### src/rtl/rf_wb_arb_pkg.sv
`default_nettype none
// ============================================================================
// Module      : rf_wb_arb_pkg
// Description : Shared encodings for the register-file write-back arbiter:
//               buffer FSM states, buffer depth and the buffered entry layout.
// Revision    : 1.0 - initial release
// ============================================================================
package rf_wb_arb_pkg;

    // Buffer occupancy states (2-bit encoding shared with debug tooling)
    typedef enum logic [1:0] {
        WB_ST_EMPTY = 2'b00,
        WB_ST_ONE   = 2'b01,
        WB_ST_FULL  = 2'b10
    } wb_state_e;

    localparam int WB_FIFO_DEPTH = 2;
    localparam int WB_ADDR_W     = 5;
    localparam int WB_DATA_W     = 32;
    localparam int WB_ENT_W      = WB_ADDR_W + WB_DATA_W;

    // One buffered long-latency result: destination plus data (37 bits)
    typedef struct packed {
        logic [WB_ADDR_W-1:0] addr;
        logic [WB_DATA_W-1:0] data;
    } wb_ent_t;

    // The write port is available to long results unless the ALU really writes
    function automatic logic slot_free(input logic wren, input logic [WB_ADDR_W-1:0] addr);
        return !wren || (addr == '0);
    endfunction

endpackage
`default_nettype wire

### src/rtl/rf_wb_arb_wb_fifo2.sv
`default_nettype none
// ============================================================================
// Module      : wb_fifo2
// Description : Two-entry FIFO holding long-latency results (addr+data) while
//               the ALU owns the write port. Occupancy is an explicit
//               EMPTY/ONE/FULL state machine; entry 0 is always the head.
// Revision    : 1.0 - initial release
// ============================================================================
module wb_fifo2
    import rf_wb_arb_pkg::*;
(
    input  logic                clock,
    input  logic                rst,
    input  logic                push_i,
    input  logic                pop_i,
    input  logic [WB_ENT_W-1:0] din_i,
    output logic [WB_ENT_W-1:0] head_o,
    output logic                full_o,
    output logic                empty_o
);

    wb_state_e           state_q;
    logic [WB_ENT_W-1:0] mem_q [WB_FIFO_DEPTH];
    logic                full_q;
    logic                empty_q;

    // Occupancy FSM with shift-to-head storage and registered full/empty flags
    always_ff @(posedge clock) begin
        if (rst) begin
            state_q <= WB_ST_EMPTY;
            full_q  <= 1'b0;
            empty_q <= 1'b1;
            for (int i = 0; i < WB_FIFO_DEPTH; i++) begin
                mem_q[i] <= '0;
            end
        end else begin
            case (state_q)
                WB_ST_EMPTY: begin
                    // A pop request while empty has nothing to remove
                    if (push_i) begin
                        mem_q[0] <= din_i;
                        state_q  <= WB_ST_ONE;
                        empty_q  <= 1'b0;
                    end
                end
                WB_ST_ONE: begin
                    case ({push_i, pop_i})
                        2'b10: begin
                            mem_q[1] <= din_i;
                            state_q  <= WB_ST_FULL;
                            full_q   <= 1'b1;
                        end
                        2'b01: begin
                            state_q  <= WB_ST_EMPTY;
                            empty_q  <= 1'b1;
                        end
                        2'b11: begin
                            // Old head leaves, new entry becomes the head
                            mem_q[0] <= din_i;
                        end
                        default: ;
                    endcase
                end
                WB_ST_FULL: begin
                    if (pop_i) begin
                        mem_q[0] <= mem_q[1];
                        if (push_i) begin
                            mem_q[1] <= din_i;
                        end else begin
                            state_q <= WB_ST_ONE;
                            full_q  <= 1'b0;
                        end
                    end
                end
                default: begin
                    state_q <= WB_ST_EMPTY;
                    full_q  <= 1'b0;
                    empty_q <= 1'b1;
                end
            endcase
        end
    end

    assign head_o  = mem_q[0];
    assign full_o  = full_q;
    assign empty_o = empty_q;

endmodule
`default_nettype wire

### src/rtl/rf_wb_arb.sv
`default_nettype none
// ============================================================================
// Module      : rf_wb_arb
// Description : Register-file write-back arbiter. ALU results always own the
//               write port; long-latency results (load, mul/div) are taken on
//               a valid/ready handshake and buffered in wb_fifo2 until a free
//               write slot appears. A pending-write scoreboard flags decode
//               hazards on registers still owed a long-latency result.
// Options     : RF_WB_BYPASS_EN - when defined, a result accepted with the
//               buffer empty and the slot free is written directly (1 cycle).
// Revision    : 1.0 - initial release
// ============================================================================
module rf_wb_arb
    import rf_wb_arb_pkg::*;
(
    input  logic        clock,
    input  logic        rst,
    input  logic        pause,
    input  logic        alu_wren,
    input  logic [4:0]  alu_wraddr,
    input  logic [31:0] alu_data,
    input  logic        lr_valid,
    output logic        lr_ready,
    input  logic [4:0]  lr_addr,
    input  logic [31:0] lr_data,
    input  logic        iss_valid,
    input  logic [4:0]  iss_addr,
    output logic        iss_ready,
    input  logic [4:0]  chk_addr_a,
    input  logic [4:0]  chk_addr_b,
    output logic        hazard_a,
    output logic        hazard_b,
    output logic [31:0] wb_data,
    output logic [4:0]  wb_wraddress,
    output logic        wb_wren
);

    // Scoreboard; bit 0 is held at 0 so r0 never reports a hazard
    logic [31:0] pending_q, pending_d;
    logic [31:0] wb_data_q, wb_data_d;
    logic [4:0]  wb_addr_q, wb_addr_d;
    logic        wb_wren_q, wb_wren_d;

    logic        w_slot_free;
    logic        w_lr_acc;
    logic        w_iss_acc;
    logic        w_bypass;
    logic        w_push;
    logic        w_pop;
    logic        w_fifo_full;
    logic        w_fifo_empty;
    wb_ent_t     w_head;
    wb_ent_t     w_lr_ent;

    assign w_slot_free = slot_free(alu_wren, alu_wraddr);

    // Handshakes are blocked while the pipeline is frozen
    assign lr_ready  = !pause && !w_fifo_full;
    assign w_lr_acc  = lr_valid && lr_ready;
    assign iss_ready = !pause && !pending_q[iss_addr];
    assign w_iss_acc = iss_valid && iss_ready;

`ifdef RF_WB_BYPASS_EN
    assign w_bypass = w_lr_acc && w_fifo_empty && w_slot_free && (lr_addr != 5'd0);
`else
    assign w_bypass = 1'b0;
`endif

    // r0 results are accepted but never stored, so they cost no buffer slot
    assign w_push = w_lr_acc && (lr_addr != 5'd0) && !w_bypass;
    assign w_pop  = !pause && w_slot_free && !w_fifo_empty;

    assign w_lr_ent.addr = lr_addr;
    assign w_lr_ent.data = lr_data;

    wb_fifo2 u_fifo (
        .clock   (clock),
        .rst     (rst),
        .push_i  (w_push),
        .pop_i   (w_pop),
        .din_i   (w_lr_ent),
        .head_o  (w_head),
        .full_o  (w_fifo_full),
        .empty_o (w_fifo_empty)
    );

    // Pick the write-port winner and update the scoreboard (set beats clear)
    always_comb begin
        wb_data_d = '0;
        wb_addr_d = '0;
        wb_wren_d = 1'b0;
        pending_d = pending_q;

        if (!w_slot_free) begin
            wb_data_d = alu_data;
            wb_addr_d = alu_wraddr;
            wb_wren_d = 1'b1;
        end else if (w_pop) begin
            wb_data_d = w_head.data;
            wb_addr_d = w_head.addr;
            wb_wren_d = (w_head.addr != 5'd0);
            pending_d[w_head.addr] = 1'b0;
        end else if (w_bypass) begin
            wb_data_d = lr_data;
            wb_addr_d = lr_addr;
            wb_wren_d = 1'b1;
            pending_d[lr_addr] = 1'b0;
        end

        if (w_iss_acc && (iss_addr != 5'd0)) begin
            pending_d[iss_addr] = 1'b1;
        end
        pending_d[0] = 1'b0;
    end

    // Registered write port and scoreboard; pause freezes everything
    always_ff @(posedge clock) begin
        if (rst) begin
            wb_data_q <= '0;
            wb_addr_q <= '0;
            wb_wren_q <= 1'b0;
            pending_q <= '0;
        end else if (!pause) begin
            wb_data_q <= wb_data_d;
            wb_addr_q <= wb_addr_d;
            wb_wren_q <= wb_wren_d;
            pending_q <= pending_d;
        end
    end

    assign hazard_a     = pending_q[chk_addr_a];
    assign hazard_b     = pending_q[chk_addr_b];
    assign wb_data      = wb_data_q;
    assign wb_wraddress = wb_addr_q;
    assign wb_wren      = wb_wren_q;

endmodule
`default_nettype wire

### config.mk
export PLATFORM = sky130hd
export DESIGN_NAME = rf_wb_arb
export DESIGN_NICKNAME = d
export VERILOG_FILES = /design/src/rtl/rf_wb_arb_pkg.sv /design/src/rtl/rf_wb_arb_wb_fifo2.sv /design/src/rtl/rf_wb_arb.sv
export SDC_FILE = /design/constraint.sdc
export NUM_CORES = 1
export LEC_CHECK = 0
export CAP_MARGIN = 20
export CORE_ASPECT_RATIO = 1.4
export CORE_MARGIN = 10
export CORE_UTILIZATION = 31
export CTS_CLUSTER_DIAMETER = 30
export DETAILED_ROUTE_END_ITERATION = 16
export PLACE_DENSITY = 0.64
export SYNTH_ARGS = -nofsm -noshare
export SYNTH_HDL_FRONTEND = slang
export SYNTH_HIERARCHICAL = 1
export SYNTH_SLANG_ARGS = --single-unit
export TNS_END_PERCENT = 5
### constraint.sdc
create_clock -name clock -period 3.49 [get_ports clock]
set_clock_uncertainty 0.05 [all_clocks]
set_input_delay 0.5235 -clock clock [delete_from_list [all_inputs] [get_ports clock]]
set_output_delay 0.5235 -clock clock [all_outputs]
set_load 0.03 [all_outputs]
After elaboration in Yosys (flattened, before gate mapping)
Memory sizes are Yosys's and may differ from the RTL's. Index checks and enable logic that the tools add are counted.

Flip-flop bits (word level): 73. Memory bits (writable): 74. Bits of input ports: 95. Output and inout port bits: 42. Word-level logic and storage cells: 117. Memories: 1.

$lt $le $gt $ge: 6. Equal/unequal tests: 11. Muxes and demuxes: 58. Bitwise gates (word level): 10. Reductions and logical operators: 24.

Memory list: u_fifo.mem_q (depth 2, width 37, rd ports 2, clocked after Yosys merged registers in 0, wr ports 2, line rf_wb_arb_wb_fifo2.sv:23) `logic [WB_ENT_W-1:0] mem_q [WB_FIFO_DEPTH];`.

Operators by type and width (count): 2-to-1 mux 37 bit (5); 2-to-1 mux 32 bit (5); 2-to-1 mux 1 bit (34); AND 32 bit (1); inverter 32 bit (1); bitwise OR 32 bit (1); < comparator 5 x 6 -> 1 bit (second input constant) (4); binary-select mux 1 bit (select 5 bit) (3); nonzero test 5 bit (3); demux 1 bit (select 5 bit) (2); greater-or-equal comparator 5 x 1 -> 1 bit (second input constant) (2); logical AND 1 bit (10); 2-to-1 mux 5 bit (2); AND reduction 4 bit (2); equality test 2 bit (second input constant) (3); 2-to-1 mux 2 bit (3); inequality test 2 x 1 -> 1 bit (second input constant) (3); case mux 1 bit (3 select lines) (2); case mux 2 bit (3 select lines) (1); zero test 1 bit (5); zero test 5 bit (1); bitwise OR 1 bit (5); equality test 2 x 1 -> 1 bit (second input constant) (2); inequality test 2 bit (second input constant) (2); other kinds (6) (7).

Logic depth before layout (Yosys ltp)
Gate-level depths: netlist (run 1).

Depth in word-level cells: 11. Gate-level depth with buffers: 9. Gate-level depth less buffers: 6.

Hierarchy
The synthesis (run 1) kept the hierarchy.

Modules (own cells, without submodules): rf_wb_arb (times used 1, cells an instance 495, area an instance 4110.2 um2, sequential area each 1381.3 um2); wb_fifo2 (times used 1, cells an instance 222, area an instance 3414.5 um2, sequential area each 2302.2 um2).

Worst setup path before layout (run 1)
No wires, ideal clock.

Kind: in2out. Start: in iss_addr[1]. End: out iss_ready. Data arrival time: 3.095 ns. Required time: 2.917 ns. Path slack: -0.178 ns. Cell stages on the path: 5. Path buffers: 1. Path through: buf_2 mux4_2 nor2b_1 o311ai_0 a2111oi_0.

Cells in the longest elaborated chain, start to end: 4.

Ends and longest elaborated chain: start: declaration (line rf_wb_arb.sv:27) `input logic [4:0] iss_addr,`; binary-select mux 1 bit (select 5 bit) (line rf_wb_arb.sv:60) `assign iss_ready = !pause && !pending_q[iss_addr];`; 2-to-1 mux 1 bit (implied by the code) (line rf_wb_arb.sv:60); zero test 1 bit (line rf_wb_arb.sv:60); logical AND 1 bit (line rf_wb_arb.sv:60); end: declaration (line rf_wb_arb.sv:28) `output logic iss_ready,`.

No other way between the ends. The select of a mux whose other input is x is not followed.

Worst setup path in the final report (run 1)
Start: in chk_addr_a[0]. End: out hazard_a.

Cells in the longest elaborated chain, start to end: 2.

Ends and longest elaborated chain: start: declaration (line rf_wb_arb.sv:29) `input logic [4:0] chk_addr_a,`; binary-select mux 1 bit (select 5 bit) (line rf_wb_arb.sv:131) `assign hazard_a = pending_q[chk_addr_a];`; 2-to-1 mux 1 bit (implied by the code) (line rf_wb_arb.sv:131); end: declaration (line rf_wb_arb.sv:31) `output logic hazard_a,`.

No other way between the ends. The select of a mux whose other input is x is not followed.

==> results of run 1 <==
## final cells by class
class	instances	area (um2)	area share
diodes	1	2.502	0.0002601
multi-input cells	466	3257	0.3386
clock buffers	20	436.7	0.04540
flip-flops and latches	147	3684	0.3829
clock inverters	12	166.4	0.01730
well taps	310	387.9	0.04032
inverters	11	41.29	0.004292
repair buffers	169	1644	0.1709
## final timing paths
kind | to | slack (ns) | startpoint | cells past startpoint
setup / recovery | hazard_a | 0.02 | chk_addr_a[0] | 6
hold / removal | wb_data[31]$_SDFFE_PP0N_ | 0.43 | wb_data[31]$_SDFFE_PP0N_ | 2
setup reg to reg | u_fifo/mem_q[0][40]$_DFFE_PP_ | 1.27 | u_fifo/empty_o$_SDFFE_PP1P_ | 6
hold reg to reg | wb_data[31]$_SDFFE_PP0N_ | 0.43 | wb_data[31]$_SDFFE_PP0N_ | 2
## worst reg2reg max path, stage by stage, from the launching register on
cell	delay, ns
dfxtp_1	0.64
nor3_1	0.12
buf_4	0.17
nand2b_1	0.19
o21ai_0	0.17
a21o_2	0.32
buf_12	0.24
## cell families after synthesis
logic type,after synthesis
AO/OA/AOI/OAI,161
flip-flops,147
buffers and inverters,104
multiplexers,41
AND/OR/NAND/NOR,264
## placed cells by master (no fill, tap or decap), types with 4 or more instances in the layout
cell,n
a32o_1,5
edfxtp_1,74
nand2_1,47
mux2_2,19
dfxtp_1,73
inv_1,9
and3_1,6
nand2b_1,16
a21oi_1,8
nor3b_1,4
nor2b_1,5
mux2i_1,12
buf_4,31
and2_1,39
o22ai_1,7
nor3_1,19
o21ai_0,22
o311ai_0,23
a311oi_1,33
a22o_1,37
clkinv_1,4
nor2_1,50
bufinv_16,4
nand3_1,54
or4_1,4
mux4_1,6
clkbuf_16,17
mux4_2,4
clkdlybuf4s50_1,131
## registers in the layout (all words and copies together) (netlist names)
| name | count |
|---|---|
| u_fifo/mem_q | 74 |
| wb_wraddress | 5 |
| wb_data | 32 |
| u_fifo/state_q | 2 |
| pending_q | 31 |
| u_fifo/empty_o | 1 |
| u_fifo/full_o | 1 |
| wb_wren | 1 |
## power breakdown
| part | internal (mW) | total [mW] | switching [mW] |
|---|---|---|---|
| Combinational | 0.276 | 0.623 | 0.347 |
| Clock | 1.19 | 1.88 | 0.696 |
| Sequential | 1.92 | 1.97 | 0.0541 |
## metal layers
layer | vias to the layer above | routed length, um | part of all wire | track usage
li1 | 2891 | - | - | -
met1 | 2893 | 9318 | 0.41 | 0.1695
met2 | 192 | 11600 | 0.51 | 0.2484
met3 | 41 | 1061 | 0.047 | 0.02792
met4 | 0 | 635 | 0.028 | 0.06485
met5 | - | 0 | 0 | 0
## what timing repair did
item | in CTS | in global routing
pin swaps | 0 | 1
endpoints found under the hold margin | 0 | 0
endpoints found under the setup margin | 2 | 3
resized for setup | 6 | 2
## through the flow
step | hold slack, ns | setup WS, ns | power, mW
finish | 0.4301 | 0.02235 | 4.482
global route | 0.4461 | -0.05378 | 4.658
CTS | 0.4355 | 0.01344 | 4.528
detailed placement | 0.4270 | -0.2896 | 2.639
global placement | 0.4125 | -0.2687 | 2.632
floorplan | 0.4063 | -0.05448 | 2.371
==> flow_summary.ini, run 1 <==
[synthesis]
synth_edf_count = 74
synth_top_area_frac = 0.2953
synth-xor-area-share = 0
synth_warnings = 6
ys_top_cells_by_area = edfxtp_1 (30%), dfxtp_1 (19%), a22o_1 (4.3%), a311oi_1 (3.8%), buf_4 (3.7%)
ys_ff_latch = 147
ys_types = 58
synth_mux_area_frac = 0.07732
synth_fa_ha_area_frac = 0
syn_area_per_cell_um2 = 10.49
synthesis.nets = 812
syn_inst = 717
synth_top_family_by_area = simple AND/OR/NAND/NOR gates
synth-compound-area-share = 0.1713
syn_area_um2 = 7525
seq_area_frac_synth = 0.4895
synth_async_sr_flop_share = 0
synth_flop_cell = edfxtp_1
synth_top_area_cell = edfxtp_1
ys_top_cells_by_count = edfxtp_1 (74), dfxtp_1 (73), nand3_1 (54)
yosysMostFrequentCell = edfxtp_1
synth-simple-area-share = 0.1822

[pwr]
power.leakage_nw = 3.447
p_per_area_nw_per_um2 = 466.0
ir_drop_uv = 338.2

[worst_setup_path]
path_cells = clkdlybuf4s50_1 -> mux4_1 -> mux2_2 -> and3_1 -> or4_1 -> clkdlybuf4s15_2
start_kind = input pin
cp.required_ns = 2.92
end_kind = primary output
critical_path_peak_fanout = 3
crit_type = input pin to primary output
slowest_stage = mux4_1
max_stage_delay_ns = 0.56
crit_arrival_ns = 2.89
path_buf_inv = 2
cp_top_family = multiplexers

[clock_tree]
postCtsHoldBufs = 0
clock-sinks = 147
clk_latency_ns = 0.42
cts_buffers = 17
htreeDepth = 4
tritoncts = yes
cts_root_buf = clkbuf_16
clk_pin_slew_ns = 0.06
post_cts_buffers = 0
clockBufferDepth = 2

[cells_and_area]
area_growth_pct = 27.84
final_area_um2 = 9619
stdcell_count = 1136
fin_nets = 907
fill_cells = 2360
drive_gt1_frac = 0.1188
post-route-util = 0.4026

[detailed_routing]
drtAntennaViolNets = 0
detail_route.iter0.violations = 362
routedWlPerCell_um = 19.91
firstDrtPassIters = 4
drc_errors = 0
num_vias = 6017
drt-vias-per-instance = 5.297
drt-total-wl_mm = 22.62

[floorplan]
start_util = 0.3150
dieWidth_um = 151.7
dieArea_um2 = 30990
die_h_um = 204.3
rows = 67
coreArea_um2 = 23890
design.portCount = 137

[grt]
grt_pass1_wl_mm = 34.73
grt_max_degree = 62
grt_pass1_vias = 6152
globalRouteOverflowTotal = 0
grt_usage = 0.1447
antenna_found_initial = 1

[sta]
finalHoldViolations = 0
period_minus_slack_ns = 3.468
worstMarginPinSlew_ns = 0.8460
rsz0062_at_grt = true
fmax_mhz = 288.4
setup_viol = 0
setup-tns-final_ns = 0
drv_slew = 0
fin_crit_sh = 0.9936
maxSlewHeadroom = 0.4360

[placed_design]
dp_hpwl_mm = 16.42
placed_cells = 1103
placed_area_um2 = 9009
gp_congestion = 0.9402
numPortBuffers = 136

[flow_run]
drv_cap = 0

[status]
outcome = complete, no violations

[min_path]
min_path_type = flop to flop
Power figures use the tool's default switching activity.
==> inputs of run 2 (changes only) <==
- CTS_CLUSTER_DIAMETER: 30 -> default
- SYNTH_HIERARCHICAL: 1 -> default
==> run 2 against run 1 <==
Net effect:
- combinational power grew 2%
- hold slack lost 0.0030 ns
- sequential share of layout area grew 0.52 points
- first-iteration DRC count grew 1.9%
- non-clock buffer count shrank 5
- via count shrank 2.3%
- critical path type unchanged
- critical endpoint unchanged
- largest cell class unchanged
==> flow_summary.ini, run 2 <==
[cells_and_area]
layout_commonest_cell = clkdlybuf4s50_1
largest_reg_flops = 74
area_growth_pct = 32.65
diodes = 0
mostFrequentLayoutCells = clkdlybuf4s50_1 (132), edfxtp_1 (74), dfxtp_1 (73)
top_register = u_fifo.mem_q
drive_gt1_frac = 0.1078
fin_nets = 898

[sta]
rsz0062_at_grt = false
fin_crit_sh = 0.9587
setup_viol = 0
maxSlewHeadroom = 0.4893
fmax_mhz = 298.9
worstMarginPinSlew_ns = 0.7650
period_minus_slack_ns = 3.346
finalHoldViolations = 0
fin_hold_ws_ns = 0.4271
timing.final.ws_setup_ns = 0.1443
drv_slew = 0

[synthesis]
synth_top_area_frac = 0.3106
synth_top_family_by_area = simple AND/OR/NAND/NOR gates
synth-xor-area-share = 0
synth-compound-area-share = 0.1817
ys_types = 60
synth_flop_cell = edfxtp_1
syn_area_per_cell_um2 = 10.58
synth_async_sr_flop_share = 0
synth_edf_count = 74
syn_inst = 676
synth_warnings = 0
synth-simple-area-share = 0.2067
ys_ff_latch = 147
seq_area_frac_synth = 0.5149
ys_top_cells_by_count = edfxtp_1 (74), dfxtp_1 (73), nor2_1 (54)
ys_top_cells_by_area = edfxtp_1 (31%), dfxtp_1 (20%), a22o_1 (4.5%), nor2b_1 (4.2%), a311oi_1 (4.2%)
yosysMostFrequentCell = edfxtp_1
synthesis.nets = 771
synth_fa_ha_area_frac = 0
synth_mux_area_frac = 0.05754
syn_area_um2 = 7154
synth_top_area_cell = edfxtp_1

[clock_tree]
postCtsHoldBufs = 0
clockBufferDepth = 2
clk_pin_slew_ns = 0.06
post_cts_buffers = 0
cts_root_buf = clkbuf_16
clk_latency_ns = 0.42
cts_resized = 2
cts_buffers = 17
tritoncts = yes
htreeDepth = 4
clock-sinks = 147

[pwr]
p_per_area_nw_per_um2 = 454.5
total_power_mw = 4.313
power.leakage_nw = 3.245
ir_drop_uv = 344.3

[worst_setup_path]
start_kind = input pin
crit_arrival_ns = 2.77
path_cells = clkdlybuf4s50_1 -> buf_4 -> mux4_2 -> mux2i_1 -> nor3b_1 -> or4_1 -> dlygate4sd2_1
cp_top_family = buffers and inverters
path_buf_inv = 3
slowest_stage = or4_1
critical_path_peak_fanout = 9
cp.required_ns = 2.92
end_kind = primary output
crit_type = input pin to primary output
max_stage_delay_ns = 0.52

[flow_run]
drv_cap = 0

[floorplan]
start_util = 0.3164
dieArea_um2 = 29640
rows = 65
die_h_um = 199.8
coreArea_um2 = 22610
design.portCount = 137
dieWidth_um = 148.4

[detailed_routing]
num_vias = 5876
routedWlPerCell_um = 20.02
drc_errors = 0
firstDrtPassIters = 4
detail_route.iter0.violations = 369
drt-vias-per-instance = 5.261
drt-total-wl_mm = 22.36
drtAntennaViolNets = 0

[placed_design]
numPortBuffers = 136
gp_congestion = 0.9323
dp_hpwl_mm = 16.48
pre_cts_ws_ns = -0.1159

[grt]
grt_usage = 0.1489
grt_max_degree = 41
antenna_found_initial = 0
grt_pass1_vias = 6189
grt_pass1_wl_mm = 34.42
globalRouteOverflowTotal = 0

[status]
outcome = complete, no violations

[min_path]
min_path_type = flop to flop
-- run 2: cell types whose count changed after synthesis, moves of 7 or more --
cell / delta
and2_1: -35
o211ai_1: +8
nand3_1: -41
buf_6: -7
buf_4: -33
o311ai_0: -18
mux2_2: -14
nor2b_1: +43
nand3b_1: +33
-- run 2: layer usage --
metal | global-route usage | share of wire
met2 | 0.2642 | 0.52
met4 | 0.06696 | 0.027
met1 | 0.1630 | 0.39
met3 | 0.03988 | 0.060
met5 | 0 | 0
-- run 2: worst paths after layout --
path	from	endpoint	slack, ns	depth (start not counted)
setup reg to reg	u_fifo.empty_o$_SDFFE_PP1P_	u_fifo.mem_q[0][5]$_DFFE_PP_	1.32	7
hold / removal	wb_wren$_SDFFE_PP0N_	wb_wren$_SDFFE_PP0N_	0.43	2
hold reg to reg	wb_wren$_SDFFE_PP0N_	wb_wren$_SDFFE_PP0N_	0.43	2
setup / recovery	chk_addr_a[0]	hazard_a	0.14	7
-- run 2: report_power, final --
| part | internal [mW] | switching [mW] | leakage [nW] |
|---|---|---|---|
| Combinational | 0.291 | 0.348 | 1.62 |
| Clock | 0.972 | 0.725 | 0.258 |
| Sequential | 1.92 | 0.0529 | 1.37 |
-- run 2: metrics by stage --
stage,cells,util,instance area (um2),TNS [ns]
floorplan,676,-,7158,0
global placement,1085,0.3957,8946,-0.1398
detailed placement,1085,0.3957,8946,-0.2179
CTS,1117,0.4198,9490,0
global route,1117,0.4198,9490,0
finish,1117,0.4198,9490,0
-- run 2: area by class of cell --
class                   count  area (um2)
fillers                  2226       13120
clock inverters            10       71.32
clock buffers              22       475.5
repair buffers            164        1624
well taps                 301       376.6
inverters                  10       37.54
multi-input cells         463        3222
flip-flops and latches    147        3684
-- run 2: tightest hold or removal path, cell delays in order, from the launching register on --
cell and delay [ns]:
dfxtp_1 0.31, nor2_1 0.08, nor3_1 0.04
-- run 2: logic make-up after synthesis --
logic type | after synthesis
AND/OR/NAND/NOR | 272
AO/OA/AOI/OAI | 163
flip-flops | 147
buffers and inverters | 66
multiplexers | 28
